==> src/rtl/rca_arb_pkg.sv <==
// Shared types and helpers for the round-robin adder arbiter.
// State encoding, ID width sizing and rotating priority pick.
package rca_arb_pkg;

   localparam int MAX_REQ = 32;

   typedef enum logic [1:0] {
      ST_IDLE   = 2'd0,
      ST_SETTLE = 2'd1,
      ST_RESP   = 2'd2
   } state_t;

   function automatic int id_width(input int n);
      return (n < 2) ? 1 : $clog2(n);
   endfunction

   // First set bit at or above ptr, wrapping modulo n; -1 when none is set.
   function automatic int rr_pick(
      input logic [MAX_REQ-1:0] vec,
      input int                 n,
      input int                 ptr
   );
      int idx;
      rr_pick = -1;
      for (int k = n - 1; k >= 0; k--) begin
         idx = (ptr + k) % n;
         if (vec[idx[4:0]]) rr_pick = idx;
      end
   endfunction

endpackage

==> src/rtl/ripple_carry_adder_7bit.sv <==
// Combinational ripple-carry adder; result is {carry, sum}.
// Carry propagates bit by bit from the LSB.
module ripple_carry_adder_7bit #(
   parameter int WIDTH = 7
) (
   input  logic [WIDTH-1:0] i_a,
   input  logic [WIDTH-1:0] i_b,
   output logic [WIDTH:0]   o_sum
);

   logic [WIDTH:0] w_sum;
   logic           w_cy;

   always_comb begin
      w_sum = '0;
      w_cy  = 1'b0;
      for (int k = 0; k < WIDTH; k++) begin
         w_sum[k] = i_a[k] ^ i_b[k] ^ w_cy;
         w_cy     = (i_a[k] & i_b[k]) | (w_cy & (i_a[k] ^ i_b[k]));
      end
      w_sum[WIDTH] = w_cy;
   end

   assign o_sum = w_sum;

endmodule

==> src/rtl/rca_shared_arbiter.sv <==
// Round-robin scheduler sharing one ripple-carry adder among requesters.
// Operands are held for a settle period before the sum is captured.
module rca_shared_arbiter
   import rca_arb_pkg::*;
#(
   parameter int NUM_REQ       = 4,
   parameter int WIDTH         = 7,
   parameter int SETTLE_CYCLES = 2,
   parameter int ID_W          = id_width(NUM_REQ)
) (
   input  logic                     i_clk,
   input  logic                     i_rst,
   input  logic [NUM_REQ-1:0]       i_req_valid,
   output logic [NUM_REQ-1:0]       o_req_ready,
   input  logic [NUM_REQ*WIDTH-1:0] i_req_term1,
   input  logic [NUM_REQ*WIDTH-1:0] i_req_term2,
   output logic                     o_rsp_valid,
   input  logic                     i_rsp_ready,
   output logic [WIDTH:0]           o_rsp_result,
   output logic [ID_W-1:0]          o_rsp_id,
   output logic                     o_busy
);

   localparam int CNT_W = $clog2(SETTLE_CYCLES + 1);

   state_t           r_state;
   logic [WIDTH-1:0] r_t1;
   logic [WIDTH-1:0] r_t2;
   logic [ID_W-1:0]  r_id;
   logic [ID_W-1:0]  r_rr_ptr;
   logic [CNT_W-1:0] r_cnt;
   logic [WIDTH:0]   r_result;
   logic [ID_W-1:0]  r_rsp_id;
   logic             r_rsp_valid;

   logic [MAX_REQ-1:0] w_valid_ext;
   int                 w_pick;
   logic               w_any;
   logic [ID_W-1:0]    w_winner;
   logic [ID_W-1:0]    w_next_ptr;
   logic [WIDTH-1:0]   w_t1;
   logic [WIDTH-1:0]   w_t2;
   logic [WIDTH:0]     w_sum;

   assign w_valid_ext = MAX_REQ'(i_req_valid);
   assign w_pick      = rr_pick(w_valid_ext, NUM_REQ, int'(r_rr_ptr));
   assign w_any       = (w_pick >= 0);
   assign w_winner    = ID_W'(w_pick);
   assign w_next_ptr  = (w_winner == ID_W'(NUM_REQ - 1)) ?
                        '0 : w_winner + 1'b1;

   // Ready is suppressed during reset even though valid may be high.
   assign o_req_ready = (r_state == ST_IDLE && w_any && !i_rst) ?
                        ({{(NUM_REQ-1){1'b0}}, 1'b1} << w_winner) : '0;

   always_comb begin
      w_t1 = '0;
      w_t2 = '0;
      for (int k = 0; k < NUM_REQ; k++) begin
         if (w_winner == ID_W'(k)) begin
            w_t1 = i_req_term1[k*WIDTH +: WIDTH];
            w_t2 = i_req_term2[k*WIDTH +: WIDTH];
         end
      end
   end

   // Adder sees only the latched operands, never the live buses.
   ripple_carry_adder_7bit #(
      .WIDTH (WIDTH)
   ) u_adder (
      .i_a   (r_t1),
      .i_b   (r_t2),
      .o_sum (w_sum)
   );

   always_ff @(posedge i_clk or posedge i_rst) begin
      if (i_rst) begin
         r_state     <= ST_IDLE;
         r_t1        <= '0;
         r_t2        <= '0;
         r_id        <= '0;
         r_rr_ptr    <= '0;
         r_cnt       <= '0;
         r_result    <= '0;
         r_rsp_id    <= '0;
         r_rsp_valid <= 1'b0;
      end else begin
         unique case (r_state)
            ST_IDLE: begin
               if (w_any) begin
                  r_t1     <= w_t1;
                  r_t2     <= w_t2;
                  r_id     <= w_winner;
                  r_cnt    <= CNT_W'(SETTLE_CYCLES);
                  r_rr_ptr <= w_next_ptr;
                  r_state  <= ST_SETTLE;
               end
            end
            ST_SETTLE: begin
               r_cnt <= r_cnt - 1'b1;
               if (r_cnt == CNT_W'(1)) begin
                  r_result    <= w_sum;
                  r_rsp_id    <= r_id;
                  r_rsp_valid <= 1'b1;
                  r_state     <= ST_RESP;
               end
            end
            ST_RESP: begin
               if (i_rsp_ready) begin
                  r_rsp_valid <= 1'b0;
                  r_state     <= ST_IDLE;
               end
            end
            default: r_state <= ST_IDLE;
         endcase
      end
   end

   assign o_rsp_valid  = r_rsp_valid;
   assign o_rsp_result = r_result;
   assign o_rsp_id     = r_rsp_id;
   assign o_busy       = (r_state != ST_IDLE);

endmodule

==> config.mk <==
export PLATFORM = sky130hd
export DESIGN_NAME = rca_shared_arbiter
export DESIGN_NICKNAME = d
export VERILOG_FILES = /design/src/rtl/rca_arb_pkg.sv /design/src/rtl/ripple_carry_adder_7bit.sv /design/src/rtl/rca_shared_arbiter.sv
export SDC_FILE = /design/constraint.sdc
export NUM_CORES = 1
export LEC_CHECK = 0
export CORE_MARGIN = 4
export CORE_UTILIZATION = 48
export CTS_CLUSTER_SIZE = 20
export DETAILED_ROUTE_END_ITERATION = 8
export HOLD_SLACK_MARGIN = 0.02
export PLACE_DENSITY = 0.91
export SLEW_MARGIN = 20
export SYNTH_ARGS = -nofsm -noshare
export SYNTH_HDL_FRONTEND = slang
export SYNTH_SLANG_ARGS = --single-unit
==> constraint.sdc <==
create_clock -name i_clk -period 4.8 [get_ports i_clk]
set_input_delay 0.48 -clock i_clk [delete_from_list [all_inputs] [get_ports i_clk]]
set_output_delay 0.48 -clock i_clk [all_outputs]
set_load 0.005 [all_outputs]
==> After elaboration in Yosys (flattened, before gate mapping) <==
Index checks and enable logic that the tools add are counted.
{ "word_totals": {"in_bits": 63, "reg_bits": 33, "output_inout_bits": 16, "elab_cells": 111} }
{ "classes": {"bitwise_logic": 35, "n_addsub": 5, "reduce_logical": 16, "n_eq_ne": 9, "mux": 31, "magnitude_cmp": 5, "shifts": 1} }
{ "ops": {"columns": ["cell", "count"], "rows": [
  ["32-bit two-way mux", 4],
  ["7-bit two-way mux", 8],
  ["32-bit by 1-bit greater-or-equal comparator with 1-bit output, second input constant", 1],
  ["5-bit by 6-bit < comparator with 1-bit output, second input constant", 3],
  ["1-bit AND", 13],
  ["1-bit XOR", 13],
  ["2-bit two-way mux", 5],
  ["1-bit binary-select mux with 3-bit select", 3],
  ["2-bit by 1-bit == test with 1-bit output, second input constant", 3],
  ["2-bit == test, second input constant", 3],
  ["2-bit by 6-bit < comparator with 1-bit output, second input constant", 1],
  ["1-bit two-way mux", 6],
  ["2-bit != test, second input constant", 3],
  ["1-bit OR", 6],
  ["2-bit case mux with 3 select lines", 1],
  ["2-bit AND reduction", 3],
  ["3-bit AND reduction", 2],
  ["2-bit nonzero test", 3],
  ["2-bit OR reduction", 3],
  ["2-bit by 1-bit adder with 2-bit output, second input constant", 2],
  ["2-bit adder, second input constant", 2],
  ["2-bit zero test", 2],
  ["4-bit two-way mux", 1],
  ["2-bit case mux with 2 select lines", 1],
  ["other kinds (7)", 10]
]} }

==> Logic depth before layout (Yosys ltp) <==
Gate-level depths: netlist of the first run.
{ "logic_depth": {"ltp_word": 14, "mapped_depth": 11, "ltp_nobuf": 11} }

==> Cells and area by module <==
A second synthesis of the first run with hierarchy kept.
{ "hier_totals": {"cells_unflattened": 208, "hier_area_um2": 2084.5} }
{ "modules_own_cells": {"columns": ["module", "cells_per_inst", "area_per_inst_um2", "n_inst"], "rows": [
  ["rca_shared_arbiter", 190, 1906.8, 1],
  ["ripple_carry_adder_7bit", 18, 177.7, 1]
]} }

==> Least setup slack after synthesis of the first run <==
OpenSTA, ideal clock, no wires.
{ "synth_timing": {"path_type": "register to register", "startpoint": "reg r_t1[0]", "endpoint": "reg r_result[6], in the netlist o_rsp_result[6]", "path_slack_ns": 1.853, "n_path_buf": 0, "required_ns": 4.717, "setup_time_ns": 0.083, "arrival_ns": 2.864, "path_stages_with_launch": 12, "cell_sequence": "dfrtp_1 ha_1 inv_1 fa_1 inv_1 fa_1 fa_1 fa_1 fa_1 inv_1 fa_1 o21ai_0"} }
{ "synth_via": {"elab_chain_cells": 12} }
{ "synth_rtl": {"columns": ["element", "line_no", "source"], "rows": [
  ["start: declaration", "rca_shared_arbiter.sv:27", "logic [WIDTH-1:0] r_t1;"],
  ["start signal: assignment", "rca_shared_arbiter.sv:91", "r_t1 <= w_t1;"],
  ["1-bit AND (2 in a row)", "ripple_carry_adder_7bit.sv:19", "w_cy = (i_a[k] & i_b[k]) | (w_cy & (i_a[k] ^ i_b[k]));"],
  ["1-bit OR", "ripple_carry_adder_7bit.sv:19", null],
  ["1-bit AND", "ripple_carry_adder_7bit.sv:19", null],
  ["1-bit OR", "ripple_carry_adder_7bit.sv:19", null],
  ["1-bit AND", "ripple_carry_adder_7bit.sv:19", null],
  ["1-bit OR", "ripple_carry_adder_7bit.sv:19", null],
  ["1-bit AND", "ripple_carry_adder_7bit.sv:19", null],
  ["1-bit OR", "ripple_carry_adder_7bit.sv:19", null],
  ["1-bit AND", "ripple_carry_adder_7bit.sv:19", null],
  ["1-bit OR", "ripple_carry_adder_7bit.sv:19", null],
  ["1-bit XOR", "ripple_carry_adder_7bit.sv:18", "w_sum[k] = i_a[k] ^ i_b[k] ^ w_cy;"],
  ["end signal: assignment", "rca_shared_arbiter.sv:102", "r_result <= w_sum;"],
  ["end: declaration", "rca_shared_arbiter.sv:32", "logic [WIDTH:0] r_result;"]
]} }
No other way between the ends.
A chain may end at the register's enable or synchronous reset.

==> flow_metrics.tcl, run 1 <==
set metrics [dict create \
    status "finished clean" \
    swShare_pct 39.1 \
    synthCells 230 \
    synthToLayoutAreaGrowth_pct 42.1 \
    drv_slew 0 \
    crit_chain "clkdlybuf4s50_1 -> mux2_2 -> a221oi_1 -> inv_1 -> ha_1 -> and3_2 -> clkdlybuf4s50_1" \
    die_y_um 73.8 \
    r2r_slack_ns 1.57 \
    tns_ns 0 \
    synth_edf_count 0 \
    drt-initial-drc-count 131 \
    clock_latency_ns 0.29 \
    grt-ovfl-total 0 \
    place_hpwl_um 3960 \
    crit_required_ns 4.32 \
    fp.dieW_um 73.8 \
    seq_power_share_pct 30.2 \
    antenna_found_initial 0 \
    numCtsBuffers 5 \
    r2r_end "o_rsp_result[6]" \
    synth_area_leaders "dfrtp_1 40%, a21oi_1 8.9%, fa_1 5.8%, inv_1 4.7%, mux2_2 4.3%" \
    cts_max_path_buffers 2 \
    start_kind "primary input" \
    synth.distinct_cells 35 \
    synthTopCellsByCount "37 x a21oi_1, 33 x dfrtp_1, 26 x inv_1, 20 x nand2_1, 18 x nor2_1" \
    core_area_um2 4090 \
    synth.ff_latch_count 33 \
    seq_area_frac_synth_pct 39.7 \
    hold_viol 0 \
    max_freq_mhz 257 \
    clk_pin_slew_worst_paths_ns 0.07 \
    vias_per_cell 5.38 \
    cts_tree "yes" \
    dr.pass1.iters 4 \
    synth_top_area_share_pct 39.7 \
    worst_slew_pin_slew_ns 0.976 \
    critical_path_buf_inv_count 3 \
    cap_violations 0 \
    path_delay_family "buffers and inverters" \
    power_density_nw_per_um2 583 \
    drt-total-wl_um 5250 \
    p_switching_w 0.000674 \
    synth_area_per_cell_um2 9.04 \
    cts-root-buf "clkbuf_8" \
    ys_async_sr_fraction_pct 100 \
    place.port_buffers 78 \
    fin_worst_skew_ns 0.00603 \
    slew_headroom_pct 34.9 \
    startpoint "i_req_valid[2]" \
    intPower_w 0.00105 \
    post_cts_resized 0 \
    dp_cells 346 \
    path_max_fanout 29 \
    fin_cells 354 \
    cts_sinks 33 \
    path_depth 7 \
    clkPwrFrac_pct 15.8 \
    yosysMostFrequentCell "a21oi_1" \
    grt_pass1_wl_um 8290 \
    total_leakage_power_nw 1.30 \
    reg2reg_from "r_t1[0]" \
    r2r_cells 11 \
    yosysTopAreaCell "dfrtp_1" \
    stdcell_area_um2 2950 \
    synth_flop_cell "dfrtp_1" \
    cts_setup_buffers 0 \
    htreeDepth 2 \
    boundaryPins 79 \
    hp-class "flop to flop" \
    drc 0 \
    place.gp.congestion 0.811 \
    cpMostUsedCell "clkdlybuf4s50_1" \
    ctsHoldBuffers 0 \
    cp-end-kind "output port" \
    fin_nets 378 \
    first_global_vias 1838 \
    timing.final.crit_share_pct 81.1 \
    worst_ir_drop_vdd_mv 0.231 \
    final_layout_size_suffix_gt1_share_pct 9.54 \
    p_total_w 0.00172 \
    detail_route.wl_per_cell_um 14.8 \
    start_util_pct 50.9 \
    synth_fp_nets 305 \
    slowest_delay_ns 0.64 \
    rsz0062_at_grt "false" \
    period_needed_ns 3.89 \
    critPathCapture "o_req_ready[2]" \
    num_rows 23 \
    ys_warn_count 0 \
    finalSetupViolations 0 \
    arrival_ns 3.41 \
    synth_area_um2 2080 \
    fp.dieArea_um2 5450 \
    grt_max_degree 39 \
    postRouteAntennaNets 0 \
    antenna_cells 0 \
    power_frac_comb_pct 54.0 \
    n_fill_cell 307 \
    criticalPathCategory "primary input to output port" \
    grt_use_total_pct 20.0 \
    place_area_um2 2840 \
    cp_slowest_cell "a221oi_1" \
    via_count 1906 \
]
==> metal layers <==
layer  vias up  routed length [um]  global-route usage [%]
met5         -                   0                       0
met4         0                  98                    9.66
met3        12                 345                    4.51
met2        73                2630                    32.3
met1       887                2170                    25.2
li1        934                   -                       -
==> flip-flops by register name (all words and copies together), names as in the netlist, 2 cells and up <==
name          count
o_rsp_result      8
r_t1              7
r_t2              7
o_rsp_id          2
r_cnt             2
r_id              2
r_rr_ptr          2
r_state           2
==> worst min-delay path, cell delays in order, from the launching register on <==
cell and delay (ns):
dfrtp_1 0.34, nand2_1 0.04, o21ai_0 0.06
==> through the flow <==
step                      hold slack (ns)  util [%]  worst slack (ns)
after floorplan                     0.446         -              1.85
after global placement              0.463      69.4              1.04
after detailed placement            0.477      69.4             0.940
after CTS                           0.492      72.3             0.932
after global routing                0.536      72.3             0.752
final                               0.487      72.3             0.908
==> worst min path at each step <==
stage / from / depth (start not counted) / slack [ns] / to
after global placement: o_rsp_result[1] / 2 / 0.46 / o_rsp_result[1]
after detailed placement: o_rsp_result[7] / 2 / 0.48 / o_rsp_result[7]
after global routing: r_id[1] / 1 / 0.54 / r_id[1]
after CTS: o_rsp_result[7] / 2 / 0.49 / o_rsp_result[7]
after floorplan: r_cnt[0] / 1 / 0.45 / r_cnt[0]
final: o_rsp_result[1] / 2 / 0.49 / o_rsp_result[1]
==> power groups by stage <==
stage | sequential, W | combinational [W] | clock [W]
finish | 0.000520 | 0.000929 | 0.000272
global route | 0.000541 | 0.00105 | 0.000290
CTS | 0.000521 | 0.000937 | 0.000275
detailed placement | 0.000524 | 0.000920 | 0
global placement | 0.000514 | 0.000866 | 0
floorplan | 0.000504 | 0.000650 | 0
==> area by class of cell <==
class	count	area [um2]	area share [%]
multi-input cells	156	1050	35.5
clock buffers	7	86.3	2.92
well taps	50	62.6	2.12
flip-flops and latches	33	826	28.0
clock inverters	1	30.0	1.02
repair buffers	81	803	27.2
inverters	26	97.6	3.30
==> cell families (layout without fill, tap and decap cells) <==
| kind of cell | count (synthesis) | count (layout) | share of synthesized area [%] |
|---|---|---|---|
| and+or+nand+nor | 56 | 56 | 13.1 |
| muxes | 10 | 10 | 5.78 |
| AOI/OAI and AO/OA | 78 | 78 | 22.2 |
| DFF | 33 | 33 | 39.7 |
| adders and majority gates | 12 | 12 | 9.39 |
| buffers and inverters | 41 | 115 | 9.87 |
==> cell usage in the layout, fill, tap and decap left out <==
cell / count
clkdlybuf4s50_1: 78
a21oi_1: 37
dfrtp_1: 33
inv_1: 26
nand2_1: 20
nor2_1: 18
o21ai_0: 16
a22oi_1: 11
mux2_2: 8
fa_1: 6
ha_1: 6
clkbuf_8: 6
nand3_1: 4
and3_2: 4
a221o_1: 3
nand2b_1: 3
a31oi_1: 3
buf_4: 3
nor2b_1: 2
a221oi_1: 2
mux2_4: 2
or4_4: 1
or2_2: 1
nor2b_4: 1
and2b_2: 1
or2b_1: 1
o21bai_1: 1
o22ai_1: 1
a21o_2: 1
a21o_1: 1
o32a_1: 1
a211oi_1: 1
clkbuf_1: 1
bufinv_16: 1
Note: power is estimated with default switching activity, not from simulation.
==> run 2: changes to the inputs <==
Settings changed: CORE_UTILIZATION 48 to 44, PLACE_DENSITY 0.91 to 0.85.
Clock period 4.8 ns to 4 ns, I/O delays scaled along.
==> run 2 against run 1 <==
Compared with the run above:
- core utilization decreased by 6.0 points
- critical path depth increased by 1
- clock skew decreased by 0.0022 ns
- first-iteration DRC count decreased by 32%
- critical endpoint is now o_req_ready[0]
==> flow_metrics.tcl, run 2 (synthesized netlist as in run 1, its figures left out) <==
set metrics [dict create \
    status "finished clean" \
    path_delay_family "buffers and inverters" \
    via_count 1880 \
    fin_ws_ns 0.792 \
    cpMostUsedCell "clkdlybuf4s50_1" \
    antenna_found_initial 0 \
    clk_pin_slew_worst_paths_ns 0.06 \
    grt-ovfl-total 0 \
    drc 0 \
    htreeDepth 2 \
    critical_path_buf_inv_count 3 \
    detail_route.wl_per_cell_um 14.2 \
    synthToLayoutAreaGrowth_pct 42.5 \
    antenna_cells 0 \
    finalSetupViolations 0 \
    largest_reg_flops 8 \
    period_needed_ns 3.21 \
    clock_latency_ns 0.29 \
    crit_required_ns 3.60 \
    fin_worst_skew_ns 0.00387 \
    drv_slew 0 \
    postRouteAntennaNets 0 \
    core_area_um2 4470 \
    worst_ir_drop_vdd_mv 0.274 \
    swShare_pct 39.3 \
    post_cts_resized 0 \
    start_util_pct 46.5 \
    total_leakage_power_nw 1.31 \
    fp.dieArea_um2 5890 \
    pre_cts_slack_ns 0.792 \
    place.gp.congestion 0.796 \
    fin_nets 381 \
    cts_max_path_buffers 2 \
    cp_slowest_cell "clkdlybuf4s50_1" \
    numCtsBuffers 5 \
    slowest_delay_ns 0.54 \
    dr.pass1.iters 4 \
    fp.dieW_um 76.7 \
    clkPwrFrac_pct 13.8 \
    intPower_w 0.00122 \
    drt-total-wl_um 5080 \
    hp-class "flop to flop" \
    hold_viol 0 \
    path_max_fanout 13 \
    rsz0062_at_grt "false" \
    first_global_vias 1789 \
    ctsHoldBuffers 0 \
    cp-end-kind "output port" \
    arrival_ns 2.81 \
    grt_max_degree 35 \
    n_fill_cell 349 \
    cts_setup_buffers 0 \
    cts_tree "yes" \
    crit_chain "clkdlybuf4s50_1 -> or2b_1 -> a221oi_1 -> a21o_1 -> inv_1 -> ha_1 -> and3_2 -> clkdlybuf4s50_1" \
    layout_common_cells "78 x clkdlybuf4s50_1, 37 x a21oi_1, 33 x dfrtp_1, 26 x inv_1, 20 x nand2_1" \
    grt_pass1_wl_um 8330 \
    drt-initial-drc-count 89 \
    criticalPathCategory "primary input to output port" \
    worst_slew_pin_slew_ns 0.453 \
    layout_commonest_cell "clkdlybuf4s50_1" \
    power_density_nw_per_um2 676 \
    timing.final.crit_share_pct 80.2 \
    slew_headroom_pct 69.8 \
    cts-root-buf "clkbuf_8" \
    final_layout_size_suffix_gt1_share_pct 10.7 \
    seq_power_share_pct 31.0 \
    tns_ns 0 \
    max_freq_mhz 312 \
    vias_per_cell 5.24 \
    start_kind "primary input" \
    cap_violations 0 \
    place.port_buffers 78 \
    power_frac_comb_pct 55.2 \
    grt_use_total_pct 17.8 \
    place_hpwl_um 4030 \
    die_y_um 76.7 \
    num_rows 24 \
    p_switching_w 0.000787 \
    cts_sinks 33 \
    boundaryPins 79 \
]
[run 2: changes by cell type in the layout (fill, tap and decap cells not counted), sizes merged]
| cell | before | now |
|---|---|---|
| buf | 3 | 6 |
| bufinv | 1 | 0 |
| clkinv | 0 | 1 |
[run 2: worst min-delay path: cells and delay by family (launching register included)]
kind               cells  cell delay (ns)
and+or+nand+nor        1             0.05
AOI/OAI and AO/OA      1             0.06
DFF                    1             0.34
[run 2: path summary, 6_finish.rpt]
kind,endpoint,slack (ns),startpoint,cells after the start
setup / recovery,o_req_ready[0],0.79,i_req_valid[2],8
hold / removal,o_rsp_result[7],0.48,o_rsp_result[7],2
setup reg to reg,o_rsp_result[6],0.90,r_t1[0],11
hold reg to reg,o_rsp_result[7],0.48,o_rsp_result[7],2
max in group asynchronous,r_rr_ptr[1],3.04,i_rst,3
min in group asynchronous,r_t1[1],0.66,i_rst,3
[run 2: through the flow]
step	cells	power [W]	util [%]	instance area, um2	hold WS, ns
final	359	0.00200	66.2	2960	0.482
after global routing	359	0.00220	66.2	2960	0.505
after CTS	359	0.00202	66.2	2960	0.488
after detailed placement	351	0.00174	64.0	2860	0.473
after global placement	351	0.00168	64.0	2860	0.464
after floorplan	230	0.00139	-	2080	0.446
[run 2: power groups by stage]
stage | sequential (W) | clock, W | combinational [W]
floorplan | 0.000605 | 0 | 0.000780
global placement | 0.000620 | 0 | 0.00106
detailed placement | 0.000630 | 0 | 0.00111
CTS | 0.000624 | 0.000285 | 0.00112
global route | 0.000647 | 0.000294 | 0.00126
finish | 0.000621 | 0.000276 | 0.00111
[run 2: per-layer routing]
| metal | share of wire [%] | track usage [%] |
|---|---|---|
| met1 | 43 | 22.8 |
| met2 | 48 | 27.6 |
| met3 | 7.4 | 5.50 |
| met4 | 2.3 | 8.15 |
| met5 | 0 | 0 |
[run 2: layout make-up]
cell class | instances | area (um2) | share of cell area (%)
repair buffers | 84 | 826 | 27.9
multi-input cells | 156 | 1050 | 35.4
clock buffers | 7 | 96.3 | 3.25
flip-flops and latches | 33 | 826 | 27.9
inverters | 26 | 97.6 | 3.29
well taps | 52 | 65.1 | 2.20
clock inverters | 1 | 5.00 | 0.169
==> run 3: changes to the inputs <==
Clock period 4 ns to 3.1 ns, I/O delays scaled along.
==> run 3 against run 2 <==
Compared with the run above:
- the flow now finishes with violations (setup timing)
- combinational power increased by 32%
- first-iteration DRC count up 34%
- critical path depth increased by 3
- clock skew grew 0.0091 ns
- register-to-register slack got worse by 0.91 ns
- core utilization increased by 0.39 points
- global-route usage shrank 1.5 points
==> flow_metrics.tcl, run 3 (synthesized netlist as in run 1, its figures left out) <==
set metrics [dict create \
    status "complete, but fails checks" \
    violations "setup timing" \
    place.gp.congestion 0.822 \
    finalSetupViolations 1 \
    clkPwrFrac_pct 15.2 \
    vias_per_cell 5.26 \
    num_rows 24 \
    cts_sinks 33 \
    max_freq_mhz 321 \
    hold_viol 0 \
    r2r_cells 11 \
    cp-end-kind "flop" \
    fin_nets 381 \
    synthToLayoutAreaGrowth_pct 43.4 \
    path_max_fanout 2 \
    htreeDepth 2 \
    layout_common_cells "78 x clkdlybuf4s50_1, 37 x a21oi_1, 33 x dfrtp_1, 26 x inv_1, 20 x nand2_1" \
    arrival_ns 3.31 \
    hold_depth 1 \
    power_density_nw_per_um2 902 \
    drv_slew 0 \
    fp.dieArea_um2 5890 \
    clock_latency_ns 0.28 \
    crit_required_ns 3.29 \
    grt_use_total_pct 16.4 \
    antenna_found_initial 0 \
    grt_max_degree 39 \
    cap_violations 0 \
    worst_ir_drop_vdd_mv 0.455 \
    grt-ovfl-total 0 \
    swShare_pct 38.7 \
    core_area_um2 4470 \
    power_frac_comb_pct 54.7 \
    seq_power_share_pct 30.0 \
    grt_pass1_wl_um 7850 \
    criticalPathCategory "flop to flop" \
    fp.dieW_um 76.7 \
    drc 0 \
    fin_worst_skew_ns 0.0130 \
    place.port_buffers 78 \
    cts_max_path_buffers 2 \
    pre_cts_slack_ns 0.0491 \
    period_needed_ns 3.11 \
    p_switching_w 0.00104 \
    intPower_w 0.00165 \
    hold_slack_ns 0.473 \
    stdcell_area_um2 2980 \
    first_global_vias 1728 \
    ctsHoldBuffers 0 \
    cts_setup_buffers 0 \
    start_kind "flop" \
    via_count 1889 \
    layout_commonest_cell "clkdlybuf4s50_1" \
    antenna_cells 0 \
    postRouteAntennaNets 0 \
    cts-root-buf "clkbuf_8" \
    place_hpwl_um 3830 \
    place_area_um2 2860 \
    fin_ws_ns -0.0142 \
    p_total_w 0.00269 \
    largest_reg_flops 8 \
    hp-class "flop to flop" \
    drt-total-wl_um 5110 \
    start_util_pct 46.5 \
    total_leakage_power_nw 1.32 \
    dr.pass1.iters 4 \
    drt-initial-drc-count 119 \
    cts_tree "yes" \
    timing.final.crit_share_pct 100 \
    slew_headroom_pct 49.0 \
    detail_route.wl_per_cell_um 14.2 \
    final_layout_size_suffix_gt1_share_pct 10.7 \
    die_y_um 76.7 \
    clk_pin_slew_worst_paths_ns 0.07 \
    numCtsBuffers 5 \
    boundaryPins 79 \
    n_fill_cell 359 \
    worst_slew_pin_slew_ns 0.764 \
]
## run 3: metal layers
layer	track usage, %	wire, um
met4	5.98	68
met5	0	0
met2	26.5	2460
met1	21.3	2190
met3	3.98	388
## run 3: worst paths after layout
path,slack (ns),end,startpoint
min reg2reg,0.47,r_cnt[0],r_cnt[0]
min,0.47,r_cnt[0],r_cnt[0]
min in group asynchronous,0.59,r_t2[1],i_rst
max in group asynchronous,2.21,r_t1[3],i_rst
max reg2reg,-0.01,o_rsp_result[6],r_t1[0]
max,-0.01,o_rsp_result[6],r_t1[0]
## run 3: area by class of cell
cell class              instances  area, um2  share of cell area [%]
repair buffers                 84        826                    27.7
clock buffers                   7       86.3                    2.90
multi-input cells             156       1050                    35.2
inverters                      26       97.6                    3.27
clock inverters                 1       30.0                    1.01
flip-flops and latches         33        826                    27.7
well taps                      52       65.1                    2.18
## run 3: power groups by stage
stage	clock network, W	registers [W]	logic, W
4_1_cts	0.000415	0.000804	0.00143
3_5_place_dp	0	0.000813	0.00141
5_1_grt	0.000433	0.000837	0.00166
2_1_floorplan	0	0.000780	0.00101
3_3_place_gp	0	0.000796	0.00138
6_report	0.000410	0.000808	0.00147
## run 3: critical path: stages (launching register included)
cell     delay, ns
dfrtp_1       0.39
ha_1          0.19
inv_1         0.06
fa_1          0.15
inv_1         0.05
fa_1          0.37
fa_1          0.40
fa_2          0.38
fa_1          0.41
inv_1         0.09
fa_1          0.40
o21ai_1       0.14
## run 3: timing repair
| action | in CTS | in global routing |
|---|---|---|
| setup endpoints to repair | 0 | 1 |
| resized for setup | 0 | 2 |
| endpoints found under the hold margin | 0 | 0 |
## run 3: metrics by stage
stage / setup TNS, ns / instances / utilization, %
final: -0.0142 / 359 / 66.6
after CTS: 0 / 359 / 66.6
after detailed placement: 0 / 351 / 64.0
after floorplan: 0 / 230 / -
after global routing: -0.110 / 359 / 66.6
after global placement: 0 / 351 / 64.0
==> edit (flow settings as in run 3) <==
The parameter `NUM_REQ` goes from 4 to 5.
--- a/src/rtl/rca_shared_arbiter.sv
+++ b/src/rtl/rca_shared_arbiter.sv
@@ -5,3 +5,3 @@
 #(
-   parameter int NUM_REQ       = 4,
+   parameter int NUM_REQ       = 5,
    parameter int WIDTH         = 7,
Interface: changed (5 resized); port bits go from 79 to 96. The function was not compared with the original's and may differ.
==> edit against run 3 <==
- the run still ends with negative setup slack left
- clock skew grew 0.0010 ns
- critical path depth is 17 higher
- design area increased to 2.9 times the old value
- sequential cell count increased by 3
- wire length rose to 5.0 times the old value
- global-route usage up 13 points
- largest cell class unchanged
- final cell count grew to 2.9 times the old value
- area after synthesis grew 140%
- setup slack worse by 2.4 ns
Power is not shown: default switching activity piles up to over one toggle a cycle in this logic, so the estimate is an artifact.
==> edit: results (changes against run 3) <==
Run status:
- The run finished, with violations left.
- The final reports fail on negative setup slack.

STA:
- The number of setup violations in the final report came to 29 (+28).
- The final sum of negative setup slack is -55.61 ns (-55.60 ns).
- The slew at the pin closest to its max-slew limit is 0.689 ns (-0.0743 ns).
- The minimum setup slack in the final design is -2.40 ns (-2.39 ns).
- The worst clock skew is 0.0140 ns (+0.00100 ns).

Global routing:
- The number of global-route vias before repair is 6373 (+270%).
- The global-route usage over all layers is 0.298 (+0.134).
- The global-route wire length before repair is 31800 µm (+310%).
- The initial antenna violation count was 0 (unchanged).
- The largest net degree at the start of global routing is 37 (-5.1%).

Worst setup path:
- On the critical path, the stage with the largest delay is an instance of sky130_fd_sc_hd__a21boi_1.
- The kind of cell with the highest combined delay along the critical path is compound AO/OA/AOI/OAI gates.
- The largest fanout on the critical path is 7 (+5).
- The largest stage delay on the critical path was 0.51 ns (+0.10 ns).
- The worst endpoint data arrival time is 5.73 ns (+2.42 ns).

Yosys:
- The XOR/XNOR share of the synthesized area is 0.0104 (+0.0104).
- The number of distinct library cells after synthesis is 97 (+180%).
- The post-synth net total is 750 (+150%).
- The sequential element share of the synthesized area is 0.183 (-0.214).
- The fraction of registers with async set or reset after synthesis came to 1.00 (unchanged).
- The fraction of the mapped netlist area in compound gates is 0.312 (+0.0904).
- Ranked by instance count, the synthesized netlist is headed by sky130_fd_sc_hd__nand2_1 (70), sky130_fd_sc_hd__nor2_1 (65), sky130_fd_sc_hd__a21oi_1 (54).
- The share of synthesized cell area in full adder, half adder and majority cells is 0.101 (+0.00664).
- Ranked by total cell area, the synthesized netlist is headed by sky130_fd_sc_hd__dfrtp_1 (18%), sky130_fd_sc_hd__ha_1 (7.6%), sky130_fd_sc_hd__a21oi_1 (5.5%), sky130_fd_sc_hd__nand2_1 (5.3%), sky130_fd_sc_hd__nor2_1 (4.9%).
- The portion of netlist area occupied by mux cells is 0.0685 (+0.0108).

Final layout:
- The share of final-layout standard cells stronger than drive strength 1 was 0.454 (+0.346).
- The number of nets in the final layout was 1014 (+170%).
- The number of fillers in the final layout came to 555 (+55%).
- The antenna diode count is 0 (unchanged).

Clocking:
- Clock-pin slew was measured on the worst setup and hold paths at ~0.080 ns.
- The number of buffers on the longest clock path is 2 (unchanged).
- The clock latency of the later-clocked register in the worst-skew pair is 0.31 ns (+0.03 ns).
- In this run the clock root is driven by a sky130_fd_sc_hd__clkbuf_8.

Routing:
- The total wire length after detailed routing is 25400 µm (+400%).
- The via count of the routed design came to 6883 (+260%).
- The total iterations of the first detailed-routing run was 7 (+3).
- The number of violations reported at the end of detailed-routing iteration 0 is 966 (+710%).

Placed design:
- The HPWL after detailed placement came to 13700 µm (+260%).
- The quantity of I/O buffers inserted on ports is 95 (+22%).
- The placement-stage worst setup slack is -1.94 ns (-1.99 ns).
- The final estimated routing congestion in global placement was 0.953 (+16%).
- The instance area at placement is 7220 µm² (+150%).
-- edit: cells by family (layout without fill, tap and decap cells) --
kind of cell,count (synthesis),after routing
AND/OR/NAND/NOR,237,238
adder cells (fa/ha/maj),36,36
AO/OA/AOI/OAI,206,206
multiplexers,30,30
buffers and inverters,86,350
XOR/XNOR,5,5
flip-flops,36,36
-- edit: cell type report --
| class | count | share of cell area |
|---|---|---|
| clock buffers | 5 | 0.00799 |
| clock inverters | 3 | 0.00218 |
| inverters | 47 | 0.0219 |
| multi-input cells | 515 | 0.527 |
| flip-flops and latches | 36 | 0.105 |
| well taps | 140 | 0.0203 |
| repair buffers | 295 | 0.316 |
-- edit: worst paths after layout --
kind	start	endpoint	slack (ns)	depth (start not counted)
setup / recovery	r_rr_ptr[0]$_DFFE_PP0P_	r_t2[5]$_DFFE_PP0P_	-2.40	28
max in group asynchronous	i_rst	r_rr_ptr[0]$_DFFE_PP0P_	2.17	3
hold / removal	r_cnt[0]$_DFFE_PP0P_	r_cnt[0]$_DFFE_PP0P_	0.52	1
hold reg to reg	r_cnt[0]$_DFFE_PP0P_	r_cnt[0]$_DFFE_PP0P_	0.52	1
min in group asynchronous	i_rst	r_t2[0]$_DFFE_PP0P_	0.57	3
setup reg to reg	r_rr_ptr[0]$_DFFE_PP0P_	r_t2[5]$_DFFE_PP0P_	-2.40	28
-- edit: stage by stage --
step / instances / utilization
after floorplan: 636 / -
after global routing: 1041 / 0.791
after detailed placement: 991 / 0.663
after global placement: 991 / 0.663
final: 1041 / 0.791
after CTS: 1022 / 0.728
-- edit: timing repair --
action,4_1_cts,5_1_grt
pin swaps,53,43
gates cloned,3,3
resized for setup,101,110
buffers inserted,21,23
endpoints found under the setup margin,29,29
-- edit: per-layer routing --
metal	routed length, µm	up-vias	track usage
met5	0	-	0
met4	2280	0	0.124
met3	2620	229	0.0393
met2	11900	596	0.531
met1	8650	3214	0.361
li1	-	2844	-
